### src/rtl/fetch_pkg.sv
// Shared fetch-stage definitions: FSM state encoding, default reset vector
// and small alignment helper used by the PC generator.
package fetch_pkg;

  // Fetch FSM states of the PC generator.
  typedef enum logic [1:0] {
    BOOT   = 2'd0,
    FETCH  = 2'd1,
    SQUASH = 2'd2,
    HOLD   = 2'd3
  } pc_gen_state_e;

  // Default first fetch address after reset (fetched directly).
  localparam logic [31:0] RESET_VEC_DEFAULT = 32'h0000_0060;

  // Default PC width and sequential increment.
  localparam int unsigned PC_WIDTH_DEFAULT = 32;
  localparam int unsigned PC_INC_DEFAULT   = 4;

  // True when the two low address bits describe a word-aligned target.
  function automatic logic is_word_aligned(input logic [1:0] lsb);
    return (lsb == 2'b00);
  endfunction

endpackage

### src/rtl/pc_redirect_latch.sv
// Pending redirect-target register. Holds the newest redirect target while an
// I-cache request is being squashed. Clear has priority over load.
module pc_redirect_latch #(
  parameter int unsigned WIDTH = 32
) (
  input  logic             clk,
  input  logic             rst,
  input  logic             clear,
  input  logic             load,
  input  logic [WIDTH-1:0] d,
  output logic [WIDTH-1:0] q
);

  logic [WIDTH-1:0] target_r;

  // Capture the newest redirect target; reset and clear empty the register.
  always_ff @(posedge clk) begin
    if (rst) begin
      target_r <= {WIDTH{1'b0}};
    end else if (clear) begin
      target_r <= {WIDTH{1'b0}};
    end else if (load) begin
      target_r <= d;
    end else begin
      target_r <= target_r;
    end
  end

  assign q = target_r;

endmodule

### src/rtl/pc_gen.sv
// Program-counter generator for the fetch stage. Holds the fetch PC, drives
// the I-cache read request, advances on accepted responses, holds while
// decode stalls and applies redirects immediately or after the outstanding
// I-cache transaction completes.
// Optional feature: define PC_MISALIGN_CHECK_EN to reject redirects whose
// target is not word aligned and pulse misalign for one cycle instead.
module pc_gen
  import fetch_pkg::*;
#(
  parameter int unsigned      WIDTH     = PC_WIDTH_DEFAULT,
  parameter logic [WIDTH-1:0] RESET_VEC = WIDTH'(RESET_VEC_DEFAULT),
  parameter int unsigned      INC       = PC_INC_DEFAULT
) (
  input  logic             clk,
  input  logic             rst,
  input  logic             stall,
  input  logic             redirect,
  input  logic [WIDTH-1:0] redirect_pc,
  input  logic             imem_resp,
  output logic             imem_read,
  output logic [WIDTH-1:0] imem_addr,
  output logic             if_valid,
  output logic [WIDTH-1:0] if_pc,
  output logic             misalign
);

  localparam logic [WIDTH-1:0] INC_W = WIDTH'(INC);

  pc_gen_state_e    state_r;
  pc_gen_state_e    state_nxt_s;
  logic [WIDTH-1:0] pc_r;
  logic [WIDTH-1:0] pc_nxt_s;
  logic [WIDTH-1:0] pc_inc_s;
  logic [WIDTH-1:0] pending_s;
  logic             pend_load_s;
  logic             pend_clear_s;
  logic             imem_read_r;
  logic             misalign_r;
  logic             redirect_ok_s;
  logic             misalign_hit_s;

  // Sequential address; the adder wraps modulo 2^WIDTH.
  assign pc_inc_s = pc_r + INC_W;

`ifdef PC_MISALIGN_CHECK_EN
  // Accept only word-aligned redirects; flag the rejected ones.
  always_comb begin
    redirect_ok_s  = 1'b0;
    misalign_hit_s = 1'b0;
    if (redirect) begin
      if (is_word_aligned(redirect_pc[1:0])) begin
        redirect_ok_s  = 1'b1;
        misalign_hit_s = 1'b0;
      end else begin
        redirect_ok_s  = 1'b0;
        misalign_hit_s = 1'b1;
      end
    end else begin
      redirect_ok_s  = 1'b0;
      misalign_hit_s = 1'b0;
    end
  end
`else
  assign redirect_ok_s  = redirect;
  assign misalign_hit_s = 1'b0;
`endif

  // Next-state, next-PC and pending-target control of the fetch FSM.
  always_comb begin
    state_nxt_s  = state_r;
    pc_nxt_s     = pc_r;
    pend_load_s  = 1'b0;
    pend_clear_s = 1'b0;
    case (state_r)
      BOOT: begin
        state_nxt_s = FETCH;
        if (redirect_ok_s) begin
          pc_nxt_s = redirect_pc;
        end else begin
          pc_nxt_s = pc_r;
        end
      end
      FETCH: begin
        if (redirect_ok_s && imem_resp) begin
          // Response dropped, restart at the target right away.
          state_nxt_s = FETCH;
          pc_nxt_s    = redirect_pc;
        end else if (redirect_ok_s) begin
          // Keep the I-cache address stable until the response arrives.
          state_nxt_s = SQUASH;
          pend_load_s = 1'b1;
        end else if (imem_resp && !stall) begin
          state_nxt_s = FETCH;
          pc_nxt_s    = pc_inc_s;
        end else if (imem_resp) begin
          state_nxt_s = HOLD;
        end else begin
          state_nxt_s = FETCH;
        end
      end
      SQUASH: begin
        // Newest redirect wins over an earlier pending target.
        pend_load_s = redirect_ok_s;
        if (imem_resp) begin
          state_nxt_s  = FETCH;
          pend_clear_s = 1'b1;
          if (redirect_ok_s) begin
            pc_nxt_s = redirect_pc;
          end else begin
            pc_nxt_s = pending_s;
          end
        end else begin
          state_nxt_s = SQUASH;
        end
      end
      HOLD: begin
        if (redirect_ok_s) begin
          state_nxt_s = FETCH;
          pc_nxt_s    = redirect_pc;
        end else if (!stall) begin
          state_nxt_s = FETCH;
          pc_nxt_s    = pc_inc_s;
        end else begin
          state_nxt_s = HOLD;
        end
      end
      default: begin
        state_nxt_s = BOOT;
        pc_nxt_s    = RESET_VEC;
      end
    endcase
  end

  // State, PC and registered outputs; reset abandons any transaction.
  always_ff @(posedge clk) begin
    if (rst) begin
      state_r     <= BOOT;
      pc_r        <= RESET_VEC;
      imem_read_r <= 1'b0;
      misalign_r  <= 1'b0;
    end else begin
      state_r     <= state_nxt_s;
      pc_r        <= pc_nxt_s;
      imem_read_r <= (state_nxt_s == FETCH) || (state_nxt_s == SQUASH);
      misalign_r  <= misalign_hit_s;
    end
  end

  pc_redirect_latch #(
    .WIDTH (WIDTH)
  ) u_pending (
    .clk   (clk),
    .rst   (rst),
    .clear (pend_clear_s),
    .load  (pend_load_s),
    .d     (redirect_pc),
    .q     (pending_s)
  );

  // A live response (or a held one) is passed on unless redirected away.
  assign if_valid  = (((state_r == FETCH) && imem_resp) || (state_r == HOLD)) && !redirect_ok_s;
  assign imem_read = imem_read_r;
  assign imem_addr = pc_r;
  assign if_pc     = pc_r;
  assign misalign  = misalign_r;

endmodule
### config.mk
export PLATFORM = sky130hd
export DESIGN_NAME = pc_gen
export DESIGN_NICKNAME = d
export VERILOG_FILES = /design/src/rtl/fetch_pkg.sv /design/src/rtl/pc_redirect_latch.sv /design/src/rtl/pc_gen.sv
export SDC_FILE = /design/constraint.sdc
export NUM_CORES = 1
export LEC_CHECK = 0
export CORE_UTILIZATION = 45
export CTS_CLUSTER_DIAMETER = 200
export DETAILED_ROUTE_END_ITERATION = 10
export DONT_BUFFER_PORTS = 1
export SLEW_MARGIN = 20
export SYNTH_ARGS = -nofsm -noshare
export SYNTH_HDL_FRONTEND = slang
export SYNTH_SLANG_ARGS = --single-unit
export TNS_END_PERCENT = 20
### constraint.sdc
create_clock -name clk -period 3.1 [get_ports clk]
set_clock_uncertainty 0.05 [all_clocks]
set_input_delay 0.31 -clock clk [delete_from_list [all_inputs] [get_ports clk]]
set_output_delay 0.31 -clock clk [all_outputs]
set_load 0.01 [all_outputs]
==> results.md <==
- Status: complete, no violations
- TritonCTS Buffers: 9
- Ant diodes: 0
- Power share of the clock group: a little under a third
- Clock buffer depth: 2
- Commonest cells in the netlist: nand2_1 (94), dfxtp_1 (67), a21oi_1 (59)
- GR Util All Layers: 27.6%
- Highest Clock Rate: approximately 0.4 GHz
- RSZ-0062 raised after global routing: no
- Pint: ~1.4 mW
- DRC viols: 0
- First-pass GRT wire length: ~22,000 um
- Vias in the first global route: ~4k
- Placed Cells: between 600 and 700
- WHS: between 10 and 15 ps
- Crit path cell chain: inv_1 -> ha_1 -> nor2b_1 -> nor2b_1 -> buf_4 -> a22o_1 -> a211oi_1 -> a2111oi_0
- Most frequent cell after synthesis: nand2_1
- Least-Margin Pin Slew: approximately 920 ps
- Post-Layout Cell Count: approximately 670
- Setup TNS: 0 ps
- Switching pwr: between 700 and 800 uW
- Async SR Flop Fraction: 0%
- Antenna violations before repair: 1
- DR WL/cell: a little over 20 um
- Post-Syn Area per Cell: around 7.6 um^2
- Worst slew margin: about two fifths
- Critical Path RT: 3300 ps
- Post-synth top flop: dfxtp_1
- Yosys cell types: 70
- Peak VDD IR: 0.186 mV
- Post-synthesis cell area: approximately 4400 um^2
- Htree depth: 3
- Drt pass-1 iters: 5
- Worst endpoint data arrival time: approximately 2700 ps
- Worst Setup End Kind: flip-flop
- Die Area: slightly above 10,000 um^2
- Port Buf Inserts: 0
- Seq/Total Area, Yosys: between 30% and 40%
- Final Cell Area: 4420 um^2
- Starting Density: a little under half
- Area leader, netlist: dfxtp_1
- CTS tree: built
- Max-cap violations: 0
- Placement Rows: 35
- Startpoint types: flip-flop
- Ports: 104
- CP peak stage delay: around 500 ps
- WS Path Type: flip-flop to flip-flop
- Synthesized Nets: slightly above 600
- Root Driver: clkbuf_8
- Synth Instances: about 580
- Die X: 100 um
- CP max stage cell: ha_1
- Top cells by area, synth: dfxtp_1 (31%), nand2_1 (8.1%), a21oi_1 (6.8%)
- Sequential power share: between 40% and 50%
- Power per cell area: ~490 nW/um^2
- Core area: between 9000 and 10,000 um^2
- Static leakage: about 1.5 nW
- Hpwl dp: around 9400 um
- Post-synth EDFFs: 0
- Clock latency on the worst-skew pair: around 360 ps
- Worst Hold Class: input pin to flip-flop
- Largest net degree at the start of global routing: 32
- Layout overhead on the synthesized area: 1.35%
- Min cycle time layout: 2490 ps
- #FFs+latches synth: 67
- Reg clk slew, reported paths: around 90 ps
- Clock sink count: 67
- GRT overflow: 0
- Synth top area share: 30.8%
- Period utilization: between 80% and 90%
- Via count: around 4.2k
- Buf/Inv on CP: 2
- Initial drt markers: 445
- Synth warnings: 0
- CP max FO: 14
- Gate power share: 21.0%
- Routed Wire Length: 13,500 um
- ANT nets after route: 0
- Max Slew Vio Count: 0
- Final setup vio count: 0
- Worst setup slack after layout: 606 ps
- Setup Fix Bufs, Post-CTS: 0
- Net Sw Frac: a little over a third
- Placed Area: about 4200 um^2
- Pre-CTS WS: ~650 ps
- Nets: just under 600
- CP top delay family: compound AO/OA/AOI/OAI gates
- Most common cell on crit path: nor2b_1
- Vias per cell: 6.32
- Fraction of layout cells with a size suffix above 1: just under 9%
- Final hold vios: 0
- Global placement routability congestion: between 0.9 and 1
- Die Y: ~100 um
[sequential cells by signal, summed over array words and instances (netlist names)]
register	flops
if_pc	32
imem_read	1
state_r	2
u_pending.q	32
[path summary, 6_finish.rpt]
kind                                      start         endpoint  slack (ps)  cells after the start
worst max register to register       state_r[0]        if_pc[14]         610                      8
worst min-delay path                        rst        if_pc[17]          10                      1
worst min register to register  u_pending.q[31]  u_pending.q[31]         410                      2
worst max-delay path                 state_r[0]        if_pc[14]         610                      8
[what timing repair did]
| action | 4_1_cts | 5_1_grt |
|---|---|---|
| gates resized for setup | 0 | 0 |
| endpoints found under the setup margin | 0 | 0 |
| hold endpoints to repair | 19 | 0 |
| hold buffers | 2 | 0 |
[layout by cell type, fill, tap and decap left out, drive strengths merged, types with 10 or more instances in the layout]
cell,netlist,routed
dfxtp,67,67
nor2,35,35
nor4,10,10
a21oi,59,59
buf,41,19
a221oi,10,10
a22oi,11,11
nand4,11,11
nand3,16,16
a211oi,15,15
inv,14,15
o21ai,22,22
nor3,12,12
nand2,94,94
[power by group through the flow]
| stage | sequential, mW | combinational, mW | clock, mW |
|---|---|---|---|
| final | 1.03 | 0.457 | 0.688 |
| after floorplan | 1.02 | 0.411 | 0 |
| after global placement | 1.05 | 0.437 | 0 |
| after detailed placement | 1.05 | 0.439 | 0 |
| after global routing | 1.05 | 0.502 | 0.739 |
| after CTS | 1.03 | 0.449 | 0.699 |
[routing by layer]
layer	part of all wire [%]	global-route usage, %	vias up
met5	0	0	-
met4	1.7	8.81	0
met3	10	7.80	21
met2	43	40.5	224
met1	45	38.8	1982
li1	-	-	1998
[metrics by stage]
stage	utilization (%)	power [mW]
after global routing	47.4	2.29
after detailed placement	45.2	1.49
final	47.4	2.18
after CTS	47.4	2.18
after floorplan	-	1.44
after global placement	45.2	1.49
[layout make-up]
cell class	instances	area, um^2
inverter	14	52.6
fill	950	4910
clock buffer	9	124
multi-input combinational	422	2520
clock inverter	7	53.8
sequential	67	1340
timing repair buffer	21	163
tap	129	161
[cell families after synthesis]
kind of cell / synth area share (%)
AO/OA/AOI/OAI: 29.4
XOR/XNOR: 2.41
adder cells (fa/ha/maj): 1.72
buffers and inverters: 11.5
flip-flops: 30.8
other: 0.0860
AND/OR/NAND/NOR: 24.1
[worst register-to-register path, stage by stage (launching register included)]
cell and delay, ps:
dfxtp_1 340, inv_1 100, ha_1 500, nor2b_1 250
nor2b_1 300, buf_4 240, a22o_1 200, a211oi_1 70
a2111oi_0 340
(Power assumes the default switching activity.)
